--- config.mk ---
export PLATFORM = sky130hd
export DESIGN_NAME = motor_pwm_driver_flat
export DESIGN_NICKNAME = d
export VERILOG_FILES = /design/src/rtl/motor_pwm_if.sv /design/src/rtl/motor_pwm_driver.sv /design/src/flat_wrapper.sv
export SDC_FILE = /design/constraint.sdc
export NUM_CORES = 1
export LEC_CHECK = 0
export BUFFER_PORTS_ARGS = -buffer_cell sky130_fd_sc_hd__buf_2
export CORE_MARGIN = 2
export CORE_UTILIZATION = 30
export CTS_CLUSTER_SIZE = 28
export DETAILED_ROUTE_END_ITERATION = 8
export GPL_TIMING_DRIVEN = 0
export PLACE_DENSITY_LB_ADDON = 0.2
export SKIP_LAST_GASP = 1
export SLEW_MARGIN = 10
export SYNTH_ARGS = -nofsm -noshare
export SYNTH_HDL_FRONTEND = slang
export SYNTH_SLANG_ARGS = --single-unit
--- constraint.sdc ---
create_clock -name clk -period 4.1 [get_ports clk]
set_input_delay 0.82 -clock clk [delete_from_list [all_inputs] [get_ports clk]]
set_output_delay 0.82 -clock clk [all_outputs]
set_load 0.05 [all_outputs]
--- src/rtl/motor_pwm_if.sv ---
// Command/modulation inputs and PWM/H-bridge outputs of the motor PWM driver.
// master = command source (tracker side), slave = the driver itself.
interface motor_pwm_if;
  logic [2:0] state;
  logic [9:0] modulation_left;
  logic [9:0] modulation_right;
  logic       pwm_left;
  logic       pwm_right;
  logic [1:0] left_motor;
  logic [1:0] right_motor;
  logic [9:0] duty_left;
  logic [9:0] duty_right;

  modport master (
    output state, modulation_left, modulation_right,
    input  pwm_left, pwm_right, left_motor, right_motor, duty_left, duty_right
  );

  modport slave (
    input  state, modulation_left, modulation_right,
    output pwm_left, pwm_right, left_motor, right_motor, duty_left, duty_right
  );
endinterface

--- src/rtl/motor_pwm_driver.sv ---
// Per-wheel PWM + H-bridge driver with period-aligned slew-limited duty and coast dead-time on reversal.
// Wheel FSM:  state | meaning
//             RUN   | pins follow direction, duty ramps toward target at each period boundary
//             DEAD  | pins 00, duty 0, counting down before a direction change takes effect
module motor_pwm_driver #(
  parameter int RAMP_STEP   = 64,
  parameter int DEAD_CYCLES = 2048,
  parameter int TURN_SPEED  = 600,
  parameter int SHARP_SPEED = 800
) (
  input  logic         clk,
  input  logic         reset,
  motor_pwm_if.slave   bus
);
  localparam int DW = $clog2(DEAD_CYCLES + 1);

  localparam logic [0:0] ST_RUN  = 1'b0;
  localparam logic [0:0] ST_DEAD = 1'b1;

  localparam logic [2:0] CMD_TURN_L  = 3'b000;
  localparam logic [2:0] CMD_TURN_R  = 3'b001;
  localparam logic [2:0] CMD_GO      = 3'b010;
  localparam logic [2:0] CMD_STOP    = 3'b011;
  localparam logic [2:0] CMD_SHARP_L = 3'b100;
  localparam logic [2:0] CMD_SHARP_R = 3'b101;

  localparam logic [1:0] PINS_FWD   = 2'b10;
  localparam logic [1:0] PINS_REV   = 2'b01;
  localparam logic [1:0] PINS_COAST = 2'b00;

  localparam logic [9:0]    STEP      = 10'(RAMP_STEP);
  localparam logic [9:0]    TURN_D    = 10'(TURN_SPEED);
  localparam logic [9:0]    SHARP_D   = 10'(SHARP_SPEED);
  localparam logic [DW-1:0] DEAD_LOAD = DW'(DEAD_CYCLES);

  // index 0 = left wheel, 1 = right wheel; dir bit 1 = forward
  logic [2:0]            cmd_q;
  logic [1:0][9:0]       mod_q;
  logic [9:0]            cnt_q;
  logic [1:0][9:0]       duty_q, duty_d;
  logic [1:0]            dir_q, dir_d;
  logic [1:0][1:0]       pins_q, pins_d;
  logic [1:0][0:0]       fsm_q, fsm_d;
  logic [1:0][DW-1:0]    dead_q, dead_d;
  logic [1:0]            pwm_q;
  logic [1:0][9:0]       tgt_duty;
  logic [1:0]            tgt_dir;
  logic                  boundary;

  function automatic logic [9:0] min10(input logic [9:0] a, input logic [9:0] b);
    return (a < b) ? a : b;
  endfunction

  // Saturating step toward tgt; the gap test keeps the result inside 0..1023.
  function automatic logic [9:0] ramp(input logic [9:0] cur, input logic [9:0] tgt);
    logic [9:0] gap;
    if (cur < tgt) begin
      gap = tgt - cur;
      return (gap > STEP) ? cur + STEP : tgt;
    end
    gap = cur - tgt;
    return (gap > STEP) ? cur - STEP : tgt;
  endfunction

  assign boundary = (cnt_q == 10'h3FF);

  always_comb begin
    tgt_duty = '0;
    tgt_dir  = dir_q;
    case (cmd_q)
      CMD_TURN_L: begin
        tgt_duty[0] = min10(TURN_D, mod_q[0]);
        tgt_duty[1] = mod_q[1];
        tgt_dir     = 2'b11;
      end
      CMD_TURN_R: begin
        tgt_duty[0] = mod_q[0];
        tgt_duty[1] = min10(TURN_D, mod_q[1]);
        tgt_dir     = 2'b11;
      end
      CMD_GO: begin
        tgt_duty = mod_q;
        tgt_dir  = 2'b11;
      end
      CMD_SHARP_L: begin
        tgt_duty[0] = SHARP_D;
        tgt_duty[1] = SHARP_D;
        tgt_dir     = 2'b10;
      end
      CMD_SHARP_R: begin
        tgt_duty[0] = SHARP_D;
        tgt_duty[1] = SHARP_D;
        tgt_dir     = 2'b01;
      end
      default: ;
    endcase
  end

  always_comb begin
    duty_d = duty_q;
    dir_d  = dir_q;
    pins_d = pins_q;
    fsm_d  = fsm_q;
    dead_d = dead_q;
    for (int w = 0; w < 2; w++) begin
      case (fsm_q[w])
        ST_RUN: begin
          if ((tgt_dir[w] != dir_q[w]) && (tgt_duty[w] != '0)) begin
            duty_d[w] = '0;
            pins_d[w] = PINS_COAST;
            dead_d[w] = DEAD_LOAD;
            fsm_d[w]  = ST_DEAD;
          end else if (boundary) begin
            duty_d[w] = ramp(duty_q[w], tgt_duty[w]);
          end
        end
        default: begin
          // Direction is taken from the target at exit, so a command that
          // flipped back during the coast simply restores the old pins.
          if (dead_q[w] < DW'(2)) begin
            dir_d[w]  = tgt_dir[w];
            pins_d[w] = tgt_dir[w] ? PINS_FWD : PINS_REV;
            dead_d[w] = '0;
            fsm_d[w]  = ST_RUN;
          end else begin
            dead_d[w] = dead_q[w] - DW'(1);
          end
        end
      endcase
    end
  end

  always_ff @(posedge clk or negedge reset) begin
    if (!reset) begin
      cmd_q  <= CMD_STOP;
      mod_q  <= '0;
      cnt_q  <= '0;
      duty_q <= '0;
      dir_q  <= 2'b11;
      pins_q <= {PINS_FWD, PINS_FWD};
      fsm_q  <= {ST_RUN, ST_RUN};
      dead_q <= '0;
      pwm_q  <= '0;
    end else begin
      cmd_q    <= bus.state;
      mod_q    <= {bus.modulation_right, bus.modulation_left};
      cnt_q    <= cnt_q + 10'd1;
      duty_q   <= duty_d;
      dir_q    <= dir_d;
      pins_q   <= pins_d;
      fsm_q    <= fsm_d;
      dead_q   <= dead_d;
      pwm_q[0] <= (cnt_q < duty_q[0]);
      pwm_q[1] <= (cnt_q < duty_q[1]);
    end
  end

  assign bus.pwm_left    = pwm_q[0];
  assign bus.pwm_right   = pwm_q[1];
  assign bus.left_motor  = pins_q[0];
  assign bus.right_motor = pins_q[1];
  assign bus.duty_left   = duty_q[0];
  assign bus.duty_right  = duty_q[1];
endmodule

--- src/flat_wrapper.sv ---
// flat-port wrapper written by rule: the top's interface ports become plain ports
module motor_pwm_driver_flat 
#(
  parameter int RAMP_STEP   = 64,
  parameter int DEAD_CYCLES = 2048,
  parameter int TURN_SPEED  = 600,
  parameter int SHARP_SPEED = 800
)
  (clk, reset, bus_state, bus_modulation_left, bus_modulation_right, bus_pwm_left, bus_pwm_right, bus_left_motor, bus_right_motor, bus_duty_left, bus_duty_right);
  motor_pwm_if bus_i ();
  input  logic clk;
  input  logic reset;
  input wire logic [$bits(bus_i.state)-1:0] bus_state;
  input wire logic [$bits(bus_i.modulation_left)-1:0] bus_modulation_left;
  input wire logic [$bits(bus_i.modulation_right)-1:0] bus_modulation_right;
  output wire logic [$bits(bus_i.pwm_left)-1:0] bus_pwm_left;
  output wire logic [$bits(bus_i.pwm_right)-1:0] bus_pwm_right;
  output wire logic [$bits(bus_i.left_motor)-1:0] bus_left_motor;
  output wire logic [$bits(bus_i.right_motor)-1:0] bus_right_motor;
  output wire logic [$bits(bus_i.duty_left)-1:0] bus_duty_left;
  output wire logic [$bits(bus_i.duty_right)-1:0] bus_duty_right;
  assign bus_i.state = bus_state;
  assign bus_i.modulation_left = bus_modulation_left;
  assign bus_i.modulation_right = bus_modulation_right;
  assign bus_pwm_left = bus_i.pwm_left;
  assign bus_pwm_right = bus_i.pwm_right;
  assign bus_left_motor = bus_i.left_motor;
  assign bus_right_motor = bus_i.right_motor;
  assign bus_duty_left = bus_i.duty_left;
  assign bus_duty_right = bus_i.duty_right;
  motor_pwm_driver #(.RAMP_STEP(RAMP_STEP), .DEAD_CYCLES(DEAD_CYCLES), .TURN_SPEED(TURN_SPEED), .SHARP_SPEED(SHARP_SPEED)) u_core (.clk(clk), .reset(reset), .bus(bus_i));
endmodule
==> results.yml <==
pwr:
  switchingPower_w: 0.001234
  p_int_w: 0.001945
  p_leak_nw: 3.546
  switching_share_pct: 38.82
  powerDensity_nw_per_um2: 397.4
  p_seq_share_pct: 37.4
  comb_power_share_pct: 35.2
  pwr-share-clk_pct: 27.4
  ir_worst_vdd_uv: 251.9
synthesis:
  synth_top_area_share_pct: 30.07
  ys_seq_elements: 87
  synth_edf_count: 0
  synth.distinct_cells: 81
  ys_seq_area_share_pct: 32.41
  netlist_instances: 778
  synth-main-ff-cell: "dfrtp_1"
  async_reset_ff_share_pct: 100.0
  synth_area_per_cell_um2: 8.665
  synth_warnings: 0
  synth_area_leader_cell: "dfrtp_1"
  synth.net_count: 870
  synth_area_leaders: "dfrtp_1 30%, ha_1 12%, o21ai_0 4.3%"
  syn-cell-area_um2: 6741
flow_run:
  drv_cap: 0
timing:
  fin_crit_sh_pct: 95.86
  worstMarginPinSlew_ps: 694.7
  final_max_slew_viol_count: 0
  max_freq_mhz: 254.4
  hold_violations: 0
  max-slew-margin-rel_pct: 53.20
  finalSetupViolCount: 0
  period_minus_slack_ps: 3930
  clock_skew_ps: 16.72
  hold_ws_ps: 463.0
  setup_ws_ps: 169.8
cells_and_area:
  area_growth_pct: 18.65
  regArea_um2: 2186
  drive_above_1_share_pct: 17.02
  nFillCells: 2285
  multi_input_area_um2: 4466
  nets: 939
  diodes: 0
clock_network:
  cts_made_buffers: 9
  clock_path_buffers: 2
  cts_root_buf: "clkbuf_16"
  h-tree-depth: 3
  cts_num_sinks: 87
  clk_pin_slew_worst_paths_ps: 70
  cts_tree: "built"
  clk_latency_ps: 350
die:
  die_area_um2: 23690
  fp-row-count: 54
  coreArea_um2: 21960
  die_x_um: 153.9
  start_util_pct: 30.70
  die_height_um: 153.9
  ioPinCount: 51
status:
  status: "completed"
placed_design:
  port_buffers: 50
  pre_cts_slack_ps: -583.8
  place.gp.congestion: 0.8450
  hpwl_mm: 13.78
worst_setup_path:
  required_ps: 4330
  start_kind: "flip-flop"
  crit_type: "reg -> reg"
  cp-end-kind: "flip-flop"
  path_max_fanout: 7
  cp.arrival_ps: 4160
  reg2regPathDepth: 15
route:
  drtAntennaViolNets: 0
  drtIter0Drc: 266
  route.detailed.wl_per_inst_um: 15.90
  vias: 5875
  avgViaCountPerCell: 5.190
  first_pass_iters: 5
  wl_mm: 18.00
  drc_errors: 0
grt:
  top_usage_layer: "met2"
  use_met3_pct: 2.424
  grt_pass1_wl_mm: 29.61
  gr-total-overflow: 0
  grt_util_met1_pct: 22.35
  track_usage_pct: 15.33
  use_met2_pct: 24.13
  antenna_found_initial: 0
  grt_max_degree: 47
  grt_pass1_vias: 5584
min_path:
  hold_class: "in -> async"
-- power groups by stage --
stage / combinational [W] / sequential [W] / clock [W]
6_report: 0.00112 / 0.00119 / 0.000872
2_1_floorplan: 0.000735 / 0.00124 / 0
4_1_cts: 0.00109 / 0.00119 / 0.000910
5_1_grt: 0.00126 / 0.00122 / 0.000941
3_5_place_dp: 0.00106 / 0.00120 / 0
3_3_place_gp: 0.00104 / 0.00120 / 0
-- placed cells by master (no fill, tap or decap), types with 8 or more instances in the layout --
cell type,count
dfrtp_1,80
nor3_1,12
or3_1,10
o31ai_1,9
a211oi_1,8
nand2_1,64
buf_2,51
inv_1,55
clkbuf_1,15
nor2_1,47
nand3_1,20
o21ai_0,53
a22o_1,9
buf_4,11
a21oi_1,44
xor2_1,13
nand2b_1,21
a21o_1,23
ha_1,64
nor2b_1,16
clkbuf_16,9
a31oi_1,12
xnor2_1,15
-- through the flow --
stage	total power, W	utilization (%)	setup TNS [ps]	instances	area [µm²]
floorplan	0.001971	-	0	778	6741
finish	0.003179	36.43	0	1132	7999
CTS	0.003190	35.64	0	1127	7825
detailed placement	0.002252	33.57	-9009	1109	7372
global route	0.003416	36.43	-90.03	1132	7999
global placement	0.002237	33.44	-9068	1108	7342
-- flip-flops by register name, indices dropped and copies added, names as in the netlist --
signal                  cells
u_core.cmd_q                3
u_core.fsm_q                2
u_core.bus.right_motor      2
u_core.mod_q               20
u_core.bus.duty_left       10
u_core.pwm_q                2
u_core.bus.duty_right      10
u_core.cnt_q               10
u_core.dir_q                2
u_core.dead_q              24
u_core.bus.left_motor       2
-- worst max-delay path: stages, from the launching register on --
cell and delay, ps:
dfrtp_2 440, o311a_1 400, o21ai_2 200, a31o_4 210, nand2_1 100, inv_1 110
ha_1 260, nor2b_1 180, o31a_1 300, o311a_1 360, o311ai_2 230, a211o_1 180
a21oi_4 70, or2_2 320, a32o_1 250, a22o_1 200
-- area by class of cell --
| class | count | share of cell area (%) |
|---|---|---|
| clock buffer | 9 | 2.816 |
| multi-input combinational | 607 | 55.83 |
| sequential | 87 | 27.33 |
| inverter | 55 | 2.581 |
| timing repair buffer | 61 | 4.489 |
| tap | 280 | 4.380 |
| clock inverter | 7 | 1.048 |
| buffer | 26 | 1.533 |
-- worst paths after layout --
path | start | endpoint | slack [ps]
max reg2reg | u_core.mod_q[10] | u_core.bus.duty_right[7] | 170
min in group clk | u_core.dead_q[22] | u_core.dead_q[22] | 490
min | reset | u_core.dead_q[19] | 460
max | u_core.mod_q[10] | u_core.bus.duty_right[7] | 170
min reg2reg | u_core.dead_q[22] | u_core.dead_q[22] | 490
max in group asynchronous | reset | u_core.dir_q[0] | 2980
-- routing by layer --
| layer | vias up | wire, µm |
|---|---|---|
| li1 | 2966 | - |
| met1 | 2815 | 9228 |
| met2 | 86 | 8157 |
| met3 | 8 | 476 |
| met4 | 0 | 133 |
| met5 | - | 0 |
-- synthesized netlist by cell type, drive strengths merged (5+ instances only) --
cell,n
a211oi,8
a21o,23
a21oi,55
a221oi,5
a22o,9
a31oi,13
and3,7
buf,5
clkbuf,24
dfrtp,81
dfstp,6
ha,65
inv,55
mux2i,7
nand2,66
nand2b,22
nand3,21
nand3b,7
nor2,49
nor2b,18
nor3,13
nor4,5
o211ai,10
o21ai,64
o21bai,6
o22ai,7
o31ai,11
or2,6
or3,10
xnor2,15
xor2,13
-- logic make-up after synthesis --
family          Yosys count  synth area share [%]
simple gates            247                 18.84
flops                    87                 32.41
mux                       8                 1.262
fa+ha+maj                67                 12.66
xor+xnor                 28                 3.638
buf+inv                  84                 4.844
compound gates          257                 26.36
-- timing repair --
action                                  in CTS  in global routing
hold buffers                                 0                  0
setup buffers                                3                  7
endpoints found under the hold margin        0                  0
endpoints found under the setup margin      20                 20
pin swaps                                    3                 16
gates resized for setup                     26                 40
(Power assumes the default switching activity.)
